$ cat src/rtl/mem_port_arbiter_if.sv
`timescale 1ns/1ps
// Bus bundle for mem_port_arbiter: fetch port, data port, memory port and error strobe.
// slave = arbiter's view; master = the surrounding CPU/memory environment.
interface mem_port_arbiter_if;
    // Handshake: a requester raises *_req with stable address/data and holds it until
    // the matching *_gnt pulse; the result comes back later as a one-cycle *_valid.
    // The memory sees m_req held with stable m_addr/m_we/m_wdata until the cycle
    // m_ready=1 (data on m_rdata that same cycle) or until the arbiter times out.
    logic        i_req;
    logic [31:0] i_addr;
    logic        i_gnt;
    logic        i_valid;
    logic [31:0] i_rdata;
    logic        d_req;
    logic        d_we;
    logic [31:0] d_addr;
    logic [31:0] d_wdata;
    logic        d_gnt;
    logic        d_valid;
    logic [31:0] d_rdata;
    logic        m_req;
    logic        m_we;
    logic [31:0] m_addr;
    logic [31:0] m_wdata;
    logic [31:0] m_rdata;
    logic        m_ready;
    logic        err;

    modport slave (
        input  i_req, i_addr, d_req, d_we, d_addr, d_wdata, m_rdata, m_ready,
        output i_gnt, i_valid, i_rdata, d_gnt, d_valid, d_rdata,
               m_req, m_we, m_addr, m_wdata, err
    );

    modport master (
        output i_req, i_addr, d_req, d_we, d_addr, d_wdata, m_rdata, m_ready,
        input  i_gnt, i_valid, i_rdata, d_gnt, d_valid, d_rdata,
               m_req, m_we, m_addr, m_wdata, err
    );
endinterface

$ cat src/rtl/mem_port_arbiter.sv
`timescale 1ns/1ps
// Arbitrates an instruction-fetch port and a data port onto one memory port,
// with round-robin tie-break, misaligned/nop short paths and an access timeout.
module mem_port_arbiter #(
    parameter int TIMEOUT = 16
) (
    input  logic              clk,
    input  logic              reset,
    mem_port_arbiter_if.slave bus,
    output logic [1:0]        state_o
);
    localparam int CW = $clog2(TIMEOUT + 1);

    typedef enum logic [1:0] {
        IDLE   = 2'd0,
        I_BUSY = 2'd1,
        D_BUSY = 2'd2
    } state_e;

    state_e        state_q, state_d;
    logic [CW-1:0] cnt_q, cnt_d;
    logic          last_d_q, last_d_d;
    logic [31:0]   addr_q, addr_d;
    logic [31:0]   wdata_q, wdata_d;
    logic          we_q, we_d;
    logic          i_valid_q, i_valid_d;
    logic          d_valid_q, d_valid_d;
    logic          err_q, err_d;
    logic [31:0]   i_rdata_q, i_rdata_d;
    logic [31:0]   d_rdata_q, d_rdata_d;
    logic          pick_i, pick_d;
    logic          expired;

    assign expired = (cnt_q == CW'(TIMEOUT - 1));

    always_comb begin
        state_d   = state_q;
        cnt_d     = cnt_q;
        last_d_d  = last_d_q;
        addr_d    = addr_q;
        wdata_d   = wdata_q;
        we_d      = we_q;
        i_valid_d = 1'b0;
        d_valid_d = 1'b0;
        err_d     = 1'b0;
        i_rdata_d = 32'd0;
        d_rdata_d = 32'd0;
        pick_i    = 1'b0;
        pick_d    = 1'b0;

        case (state_q)
            IDLE: begin
                // Grants are suppressed while reset is asserted so nothing is accepted and lost.
                if (!reset) begin
                    pick_d = bus.d_req && (!bus.i_req || !last_d_q);
                    pick_i = bus.i_req && !pick_d;
                end
                if (pick_d) begin
                    last_d_d = 1'b1;
                    if (bus.d_addr[1:0] != 2'b00) begin
                        d_valid_d = 1'b1;
                        err_d     = 1'b1;
                    end else begin
                        state_d = D_BUSY;
                        addr_d  = bus.d_addr;
                        we_d    = bus.d_we;
                        wdata_d = bus.d_wdata;
                        cnt_d   = '0;
                    end
                end else if (pick_i) begin
                    last_d_d = 1'b0;
                    if (bus.i_addr[1:0] != 2'b00) begin
                        i_valid_d = 1'b1;
                        err_d     = 1'b1;
                    end else if (bus.i_addr == 32'd0) begin
                        i_valid_d = 1'b1;
                    end else begin
                        state_d = I_BUSY;
                        addr_d  = bus.i_addr;
                        we_d    = 1'b0;
                        wdata_d = 32'd0;
                        cnt_d   = '0;
                    end
                end
            end
            I_BUSY, D_BUSY: begin
                // Completion wins over timeout when m_ready lands on the last allowed cycle.
                if (bus.m_ready) begin
                    state_d = IDLE;
                    if (state_q == I_BUSY) begin
                        i_valid_d = 1'b1;
                        i_rdata_d = bus.m_rdata;
                    end else begin
                        d_valid_d = 1'b1;
                        d_rdata_d = we_q ? 32'd0 : bus.m_rdata;
                    end
                end else if (expired) begin
                    state_d   = IDLE;
                    err_d     = 1'b1;
                    i_valid_d = (state_q == I_BUSY);
                    d_valid_d = (state_q == D_BUSY);
                end else begin
                    cnt_d = cnt_q + CW'(1);
                end
            end
            default: state_d = IDLE;
        endcase
    end

    always_ff @(posedge clk) begin
        if (reset) begin
            state_q   <= IDLE;
            cnt_q     <= '0;
            last_d_q  <= 1'b0;
            addr_q    <= 32'd0;
            wdata_q   <= 32'd0;
            we_q      <= 1'b0;
            i_valid_q <= 1'b0;
            d_valid_q <= 1'b0;
            err_q     <= 1'b0;
            i_rdata_q <= 32'd0;
            d_rdata_q <= 32'd0;
        end else begin
            state_q   <= state_d;
            cnt_q     <= cnt_d;
            last_d_q  <= last_d_d;
            addr_q    <= addr_d;
            wdata_q   <= wdata_d;
            we_q      <= we_d;
            i_valid_q <= i_valid_d;
            d_valid_q <= d_valid_d;
            err_q     <= err_d;
            i_rdata_q <= i_rdata_d;
            d_rdata_q <= d_rdata_d;
        end
    end

    assign bus.i_gnt   = pick_i;
    assign bus.d_gnt   = pick_d;
    assign bus.i_valid = i_valid_q;
    assign bus.i_rdata = i_rdata_q;
    assign bus.d_valid = d_valid_q;
    assign bus.d_rdata = d_rdata_q;
    assign bus.err     = err_q;
    assign bus.m_req   = (state_q != IDLE);
    assign bus.m_we    = we_q;
    assign bus.m_addr  = addr_q;
    assign bus.m_wdata = wdata_q;
    assign state_o     = state_q;
endmodule

$ cat src/flat_wrapper.sv
// flat-port wrapper written by rule: the top's interface ports become plain ports
module mem_port_arbiter_flat 
#(
    parameter int TIMEOUT = 16
)
  (clk, reset, state_o, bus_i_req, bus_i_addr, bus_d_req, bus_d_we, bus_d_addr, bus_d_wdata, bus_m_rdata, bus_m_ready, bus_i_gnt, bus_i_valid, bus_i_rdata, bus_d_gnt, bus_d_valid, bus_d_rdata, bus_m_req, bus_m_we, bus_m_addr, bus_m_wdata, bus_err);
  mem_port_arbiter_if bus_i ();
  input  logic clk;
  input  logic reset;
  output logic [1:0] state_o;
  input wire logic [$bits(bus_i.i_req)-1:0] bus_i_req;
  input wire logic [$bits(bus_i.i_addr)-1:0] bus_i_addr;
  input wire logic [$bits(bus_i.d_req)-1:0] bus_d_req;
  input wire logic [$bits(bus_i.d_we)-1:0] bus_d_we;
  input wire logic [$bits(bus_i.d_addr)-1:0] bus_d_addr;
  input wire logic [$bits(bus_i.d_wdata)-1:0] bus_d_wdata;
  input wire logic [$bits(bus_i.m_rdata)-1:0] bus_m_rdata;
  input wire logic [$bits(bus_i.m_ready)-1:0] bus_m_ready;
  output wire logic [$bits(bus_i.i_gnt)-1:0] bus_i_gnt;
  output wire logic [$bits(bus_i.i_valid)-1:0] bus_i_valid;
  output wire logic [$bits(bus_i.i_rdata)-1:0] bus_i_rdata;
  output wire logic [$bits(bus_i.d_gnt)-1:0] bus_d_gnt;
  output wire logic [$bits(bus_i.d_valid)-1:0] bus_d_valid;
  output wire logic [$bits(bus_i.d_rdata)-1:0] bus_d_rdata;
  output wire logic [$bits(bus_i.m_req)-1:0] bus_m_req;
  output wire logic [$bits(bus_i.m_we)-1:0] bus_m_we;
  output wire logic [$bits(bus_i.m_addr)-1:0] bus_m_addr;
  output wire logic [$bits(bus_i.m_wdata)-1:0] bus_m_wdata;
  output wire logic [$bits(bus_i.err)-1:0] bus_err;
  assign bus_i.i_req = bus_i_req;
  assign bus_i.i_addr = bus_i_addr;
  assign bus_i.d_req = bus_d_req;
  assign bus_i.d_we = bus_d_we;
  assign bus_i.d_addr = bus_d_addr;
  assign bus_i.d_wdata = bus_d_wdata;
  assign bus_i.m_rdata = bus_m_rdata;
  assign bus_i.m_ready = bus_m_ready;
  assign bus_i_gnt = bus_i.i_gnt;
  assign bus_i_valid = bus_i.i_valid;
  assign bus_i_rdata = bus_i.i_rdata;
  assign bus_d_gnt = bus_i.d_gnt;
  assign bus_d_valid = bus_i.d_valid;
  assign bus_d_rdata = bus_i.d_rdata;
  assign bus_m_req = bus_i.m_req;
  assign bus_m_we = bus_i.m_we;
  assign bus_m_addr = bus_i.m_addr;
  assign bus_m_wdata = bus_i.m_wdata;
  assign bus_err = bus_i.err;
  mem_port_arbiter #(.TIMEOUT(TIMEOUT)) u_core (.clk(clk), .reset(reset), .bus(bus_i), .state_o(state_o));
endmodule
$ cat config.mk
export PLATFORM = sky130hd
export DESIGN_NAME = mem_port_arbiter_flat
export DESIGN_NICKNAME = d
export VERILOG_FILES = /design/src/rtl/mem_port_arbiter_if.sv /design/src/rtl/mem_port_arbiter.sv /design/src/flat_wrapper.sv
export SDC_FILE = /design/constraint.sdc
export NUM_CORES = 1
export LEC_CHECK = 0
export ABC_CLOCK_PERIOD_IN_PS = 3160
export CAP_MARGIN = 10
export CORE_MARGIN = 5
export CORE_UTILIZATION = 30
export DETAILED_ROUTE_END_ITERATION = 8
export REMOVE_ABC_BUFFERS = 1
export SETUP_SLACK_MARGIN = 0.02
export SLEW_MARGIN = 20
export SYNTH_ARGS = -nofsm -noshare
export SYNTH_HDL_FRONTEND = slang
export SYNTH_SLANG_ARGS = --single-unit
$ cat constraint.sdc
create_clock -name clk -period 3.16 [get_ports clk]
set_clock_uncertainty 0.05 [all_clocks]
set_input_delay 0.316 -clock clk [delete_from_list [all_inputs] [get_ports clk]]
set_output_delay 0.316 -clock clk [all_outputs]
set_load 0.05 [all_outputs]
==> results by group, run 1 <==
Final layout
  • Most common cell after layout, fill and taps aside: clkdlybuf4s50_1
  • Core Util, Final: about half
  • ANT cells: 0
  • Finished Layout Cells: between 900 and 1k
  • Share of cells above drive strength 1: between 10% and 20%
  • Layout area overhead: 67.31%
  • Most frequent cells in the layout: 269 x clkdlybuf4s50_1, 140 x dfxtp_1, 66 x and2_1
  • Design area: 0.008658 mm^2
  • Nets: ~870
  • Fill count: roughly 1.5k

STA
  • Slew Limit Headroom: between 50% and 60%
  • Period minus WS final: just under 3 ns
  • Final setup vio count: 0
  • Tcrit/Tclk final: around 94%
  • Fin. Hold Viols: 0
  • Least-Margin Pin Slew: 0.6711 ns
  • Final worst setup slack: 0.1873 ns
  • Setup_tns: 0 ns
  • RSZ-0062 raised after global routing: no
  • Slew Limit Fails: 0
  • Achievable clock frequency: 0.3364 GHz
  • Worst hold slack: roughly 0.42 ns

Synth
  • Warnings from Yosys: 0
  • Syn Inst Count: ~460
  • Asr flop ratio synth: 0%
  • Mapped Area: 0.005175 mm^2
  • Cell variety after synth: 46
  • Flops & latches, synth: 140
  • Post-synth top flop: dfxtp_1
  • Avg Cell Area, Syn: about 11 um^2
  • EDFF count, synth: 0
  • Sequential-to-total area share from yosys stat: 54.16%

Power and ir drop
  • Clock network power share: between 40% and 50%
  • Power Dens Cells: around 530 mW/mm^2
  • Leak: between 3 and 4 nW
  • Sequential power share: roughly 40%
  • Power Total: 4.573 mW
  • Int Power: around 3.4 mW
  • Combinational share of power: about 16%
  • Net Switching: between 1 and 1.5 mW
  • VDD IR max: roughly 0.42 mV
  • Switching Fraction: 25.28%

Setup path
  • Most used cell, CP: inv_1
  • R2R Setup Slk: 0.48 ns
  • CP top delay family: buffers and inverters
  • Crit path kind: reg2out
  • CP Cell Sequence: inv_1 -> ha_1 -> inv_1 -> nor3_2 -> clkdlybuf4s50_1
  • Crit path buf inv count: 3
  • Startpoint Class: flop
  • Worst Path Arrival: 2.61 ns
  • CP endpoint kind: output pin
  • CP max stage delay: slightly below 0.9 ns
  • Slowest-stage cell, CP: clkdlybuf4s50_1
  • Worst path required time: around 2.8 ns
  • Critical Path Fanout Max: 8

Die
  • Die area: 0.01998 mm^2
  • Die height: 141.3 um
  • Placeable Area: 0.01712 mm^2
  • Die width: 141.3 um
  • IO Pins: about 270
  • Effective utilization at floorplan: around 30%
  • Row cnt: 48

Clock tree
  • Hold buffers post-CTS: 0
  • CTS root buf: clkbuf_16
  • CTS H-tree depth: 4
  • Clk_lat worst skew: 0.41 ns
  • TritonCTS buffer count: 17
  • Clock transition at path regs: around 0.06 ns
  • CTS tree: yes
  • Resize count post-CTS: 0
  • Postcts setup bufs: 0
  • Clk sinks: between 100 and 150
  • CTS Buffer Depth: 2

Detailed routing
  • Number of detailed-route iterations in the first pass: 4
  • DRT iter0 DRCs: roughly 140
  • WL/cell: around 18 um
  • Number of vias per cell: between 4 and 5
  • DRC: 0
  • Vias: around 4.6k
  • DRT antenna net count: 0
  • Post-Route WL: 17020 um

Global routing
  • Vias in the first global route: just under 5k
  • Antenna violations before repair: 0
  • First-pass GRT wire length: approximately 26000 um
  • GRT Total Usage: 16.76%
  • Largest net degree at the start of global routing: between 40 and 50
  • GRT overflow: 0

Place
  • Number of port buffers: between 200 and 300
  • DP Cell Count: between 900 and 1k
  • Placement Cell Area: around 0.0081 mm^2
  • Post-DP HPWL: around 13000 um
  • Dpl ws: roughly 0.29 ns
  • Placer Congestion: approximately 0.89

Job
  • Max Cap Viol: 0

Min path
  • Hold Path Class: reg2reg

Run status
  • Outcome: complete, no violations
-- Yosys cell counts (2+ instances only) --
| cell type | instances | area share (%) |
|---|---|---|
| nor3_1 | 35 | 3.4 |
| buf_2 | 12 | 1.2 |
| nand3_1 | 3 | 0.29 |
| o211a_1 | 2 | 0.39 |
| buf_6 | 6 | 1.3 |
| ha_1 | 7 | 1.7 |
| nor4_1 | 7 | 0.85 |
| o21ai_1 | 2 | 0.19 |
| o21ai_0 | 2 | 0.19 |
| and3_1 | 3 | 0.36 |
| o2111ai_1 | 2 | 0.34 |
| o2111a_1 | 2 | 0.44 |
| clkbuf_1 | 12 | 0.87 |
| a311oi_1 | 2 | 0.34 |
| nor2b_1 | 3 | 0.36 |
| nand2_1 | 7 | 0.51 |
| dfxtp_1 | 140 | 54 |
| and2_1 | 68 | 8.2 |
| a22o_1 | 33 | 5.6 |
| nand4_1 | 3 | 0.36 |
| inv_1 | 6 | 0.44 |
| or3_1 | 2 | 0.24 |
| mux2i_1 | 32 | 6.2 |
| o21a_1 | 3 | 0.44 |
| a211oi_2 | 30 | 7.3 |
| a21oi_1 | 3 | 0.29 |
| buf_4 | 2 | 0.29 |
| a211oi_1 | 2 | 0.29 |
| nor2_1 | 9 | 0.65 |
-- power groups by stage --
stage / clock network, mW / registers (mW) / logic, mW
after floorplan: 0 / 2.05 / 0.194
after global placement: 0 / 1.88 / 0.714
after detailed placement: 0 / 1.88 / 0.722
after CTS: 2.06 / 1.84 / 0.725
after global routing: 2.15 / 1.85 / 0.759
final: 2.01 / 1.84 / 0.719
-- worst reg2reg max path, stage by stage (launching register included) --
cell and delay (ns):
dfxtp_1 0.35, inv_1 0.11, ha_1 0.32, inv_1 0.13
nor3_2 0.40, o211a_1 0.47, or2_4 0.55, a211oi_2 0.14
-- flip-flops by register name, indices dropped and copies added, names as in the netlist --
| name | flops |
|---|---|
| u_core.bus.d_rdata | 32 |
| u_core.bus.i_rdata | 32 |
| u_core.bus.m_addr | 32 |
| u_core.bus.m_wdata | 32 |
| u_core.cnt_q | 5 |
| u_core.state_o | 2 |
| u_core.bus.d_valid | 1 |
| u_core.bus.err | 1 |
| u_core.bus.i_valid | 1 |
| u_core.bus.m_we | 1 |
| u_core.last_d_q | 1 |
-- layer usage --
layer	wire [um]	vias to the layer above	track usage, %
met1	6707	2147	18.71
met2	7815	213	26.94
met3	2065	28	9.100
met4	430	0	6.323
met5	0	-	0
li1	-	2186	-
-- final timing paths --
check	from	endpoint	cells after the start
setup / recovery	u_core.state_o[1]$_SDFFE_PP0P_	bus_i_gnt	5
hold / removal	u_core.bus.m_addr[1]$_SDFFE_PP0P_	u_core.bus.m_addr[1]$_SDFFE_PP0P_	1
setup reg to reg	u_core.state_o[1]$_SDFFE_PP0P_	u_core.bus.m_addr[17]$_SDFFE_PP0P_	7
hold reg to reg	u_core.bus.m_addr[1]$_SDFFE_PP0P_	u_core.bus.m_addr[1]$_SDFFE_PP0P_	1
-- area by class of cell --
cell class,count,area [um^2],area share [%]
repair buffers,280,2785,32.17
inverters,7,26.28,0.3035
clock buffers,20,456.7,5.275
multi-input cells,278,2166,25.01
well taps,225,281.5,3.251
flip-flops and latches,140,2803,32.37
clock inverters,10,140.1,1.618
-- logic make-up (layout without fill, tap and decap cells) --
kind of cell	after synthesis	in the layout	share of synthesized area [%]
fa+ha+maj	7	7	1.692
buf+inv	39	317	4.134
mux	32	32	6.190
simple gates	147	147	16.47
compound gates	92	92	17.36
flops	140	140	54.16
No activity file was read; power rests on OpenSTA's default activity.
==> inputs of run 2 (changes only) <==
- PLACE_DENSITY: unset -> 0.63
==> results by group, run 2 (synthesis gave the netlist of run 1 again) <==
Run status
  • Outcome: complete, no violations

Power and ir drop
  • Leak: between 3 and 4 nW
  • Power Total: about 4.5 mW
  • Power Dens Cells: approximately 520 mW/mm^2
  • VDD IR max: roughly 0.53 mV

STA
  • Final worst setup slack: 0.2341 ns
  • Slew Limit Headroom: 37.59%
  • Final setup vio count: 0
  • Setup_tns: 0 ns
  • Period minus WS final: about 2.9 ns
  • Worst hold slack: 0.1991 ns
  • RSZ-0062 raised after global routing: no
  • Slew Limit Fails: 0
  • Least-Margin Pin Slew: 0.9361 ns
  • Fin. Hold Viols: 0
  • Achievable clock frequency: approximately 0.34 GHz
  • Tcrit/Tclk final: between 90 and 100%

Die
  • Die area: 0.01998 mm^2
  • Row cnt: 48
  • IO Pins: 271
  • Die width: ~140 um
  • Placeable Area: about 0.017 mm^2
  • Die height: around 140 um
  • Effective utilization at floorplan: 30.23%

Global routing
  • GRT overflow: 0
  • First-pass GRT wire length: roughly 26000 um
  • Antenna violations before repair: 0
  • GRT Total Usage: between 15 and 20%
  • Vias in the first global route: around 4.8k
  • Largest net degree at the start of global routing: 37

Setup path
  • Startpoint Class: flop
  • Worst Path Arrival: roughly 2.6 ns
  • RR Endpoint: u_core.bus.m_addr[29]$_SDFFE_PP0P_
  • Worst path required time: between 2 and 3 ns
  • Worst Reg-to-Reg Cells: 7
  • Crit path from: u_core.state_o[1]$_SDFFE_PP0P_
  • Crit path kind: reg2out
  • Critical Path Fanout Max: 8
  • CP endpoint kind: output pin
  • R2R Setup Slk: slightly above 0.5 ns
  • Reg-to-Reg Start: u_core.state_o[1]$_SDFFE_PP0P_

Clock tree
  • Clk sinks: 140
  • TritonCTS buffer count: 17
  • CTS H-tree depth: 4
  • Clk_lat worst skew: approximately 0.41 ns
  • CTS tree: yes
  • CTS root buf: clkbuf_16
  • Postcts setup bufs: 0
  • Resize count post-CTS: 0
  • CTS Buffer Depth: 2
  • Clock transition at path regs: about 0.070 ns
  • Hold buffers post-CTS: 0

Detailed routing
  • Vias: roughly 4.6k
  • Post-Route WL: approximately 17000 um
  • Number of vias per cell: around 4.7
  • DRT antenna net count: 0
  • DRT iter0 DRCs: between 150 and 200
  • WL/cell: between 15 and 20 um
  • Number of detailed-route iterations in the first pass: 5
  • DRC: 0

Final layout
  • Finished Layout Cells: roughly 960
  • Design area: approximately 0.0087 mm^2
  • Share of cells above drive strength 1: ~11%
  • Fill count: 1510
  • Most frequent cells in the layout: 269 x clkdlybuf4s50_1, 140 x dfxtp_1, 66 x and2_1
  • Core Util, Final: about half
  • Layout area overhead: 67.77%
  • ANT cells: 0
  • Most common cell after layout, fill and taps aside: clkdlybuf4s50_1
  • Nets: roughly 870

Job
  • Max Cap Viol: 0

Min path
  • Min-delay src: reset
  • Hold Path Class: in2reg
  • Cell count of the worst hold path: 2
  • Hold Path End: u_core.bus.d_valid$_SDFF_PP0_

Place
  • Placement Cell Area: just over 0.008 mm^2
  • Placer Congestion: 0.9575
  • Number of port buffers: 270
  • DP Cell Count: between 900 and 1k
  • Dpl ws: between 0.3 and 0.4 ns
  • Post-DP HPWL: approximately 13000 um
-- run 2: cell type report --
cell class / instances / area [um^2] / area share (%)
Multi-Input combinational cell: 278 / 2166 / 24.95
Tap cell: 225 / 281.5 / 3.243
Clock inverter: 15 / 162.7 / 1.873
Inverter: 7 / 26.28 / 0.3026
Clock buffer: 17 / 425.4 / 4.900
Timing Repair Buffer: 281 / 2818 / 32.45
Sequential cell: 140 / 2803 / 32.28
-- run 2: worst max-delay path by stage --
stage | end | slack [ns]
6_report | bus_i_gnt | 0.23
3_5_place_dp | u_core.bus.m_addr[29]$_SDFFE_PP0P_ | 0.32
5_1_grt | bus_i_gnt | 0.09
2_1_floorplan | u_core.bus.m_addr[10]$_SDFFE_PP0P_ | -0.44
4_1_cts | bus_i_gnt | 0.21
3_3_place_gp | u_core.bus.m_addr[5]$_SDFFE_PP0P_ | 0.39
-- run 2: worst max-delay path, cell delays in order, from the launching register on --
cell and delay, ns:
dfxtp_1 0.35, inv_1 0.11, ha_1 0.31, inv_1 0.13, nor3_2 0.34, clkdlybuf4s50_1 0.89
-- run 2: metal layers --
| metal | global-route usage [%] | vias up | share of wire [%] |
|---|---|---|---|
| met2 | 27.69 | 232 | 46 |
| met1 | 18.35 | 2124 | 39 |
| met4 | 5.354 | 0 | 2.2 |
| li1 | - | 2194 | - |
| met3 | 9.740 | 23 | 13 |
| met5 | 0 | - | 0 |
-- run 2: where the power goes --
group | internal, mW | switching, mW | leakage, nW
combinational | 0.329 | 0.399 | 1.82
sequential | 1.82 | 0.0272 | 1.13
clock | 1.18 | 0.797 | 0.286
total | 3.32 | 1.22 | 3.24
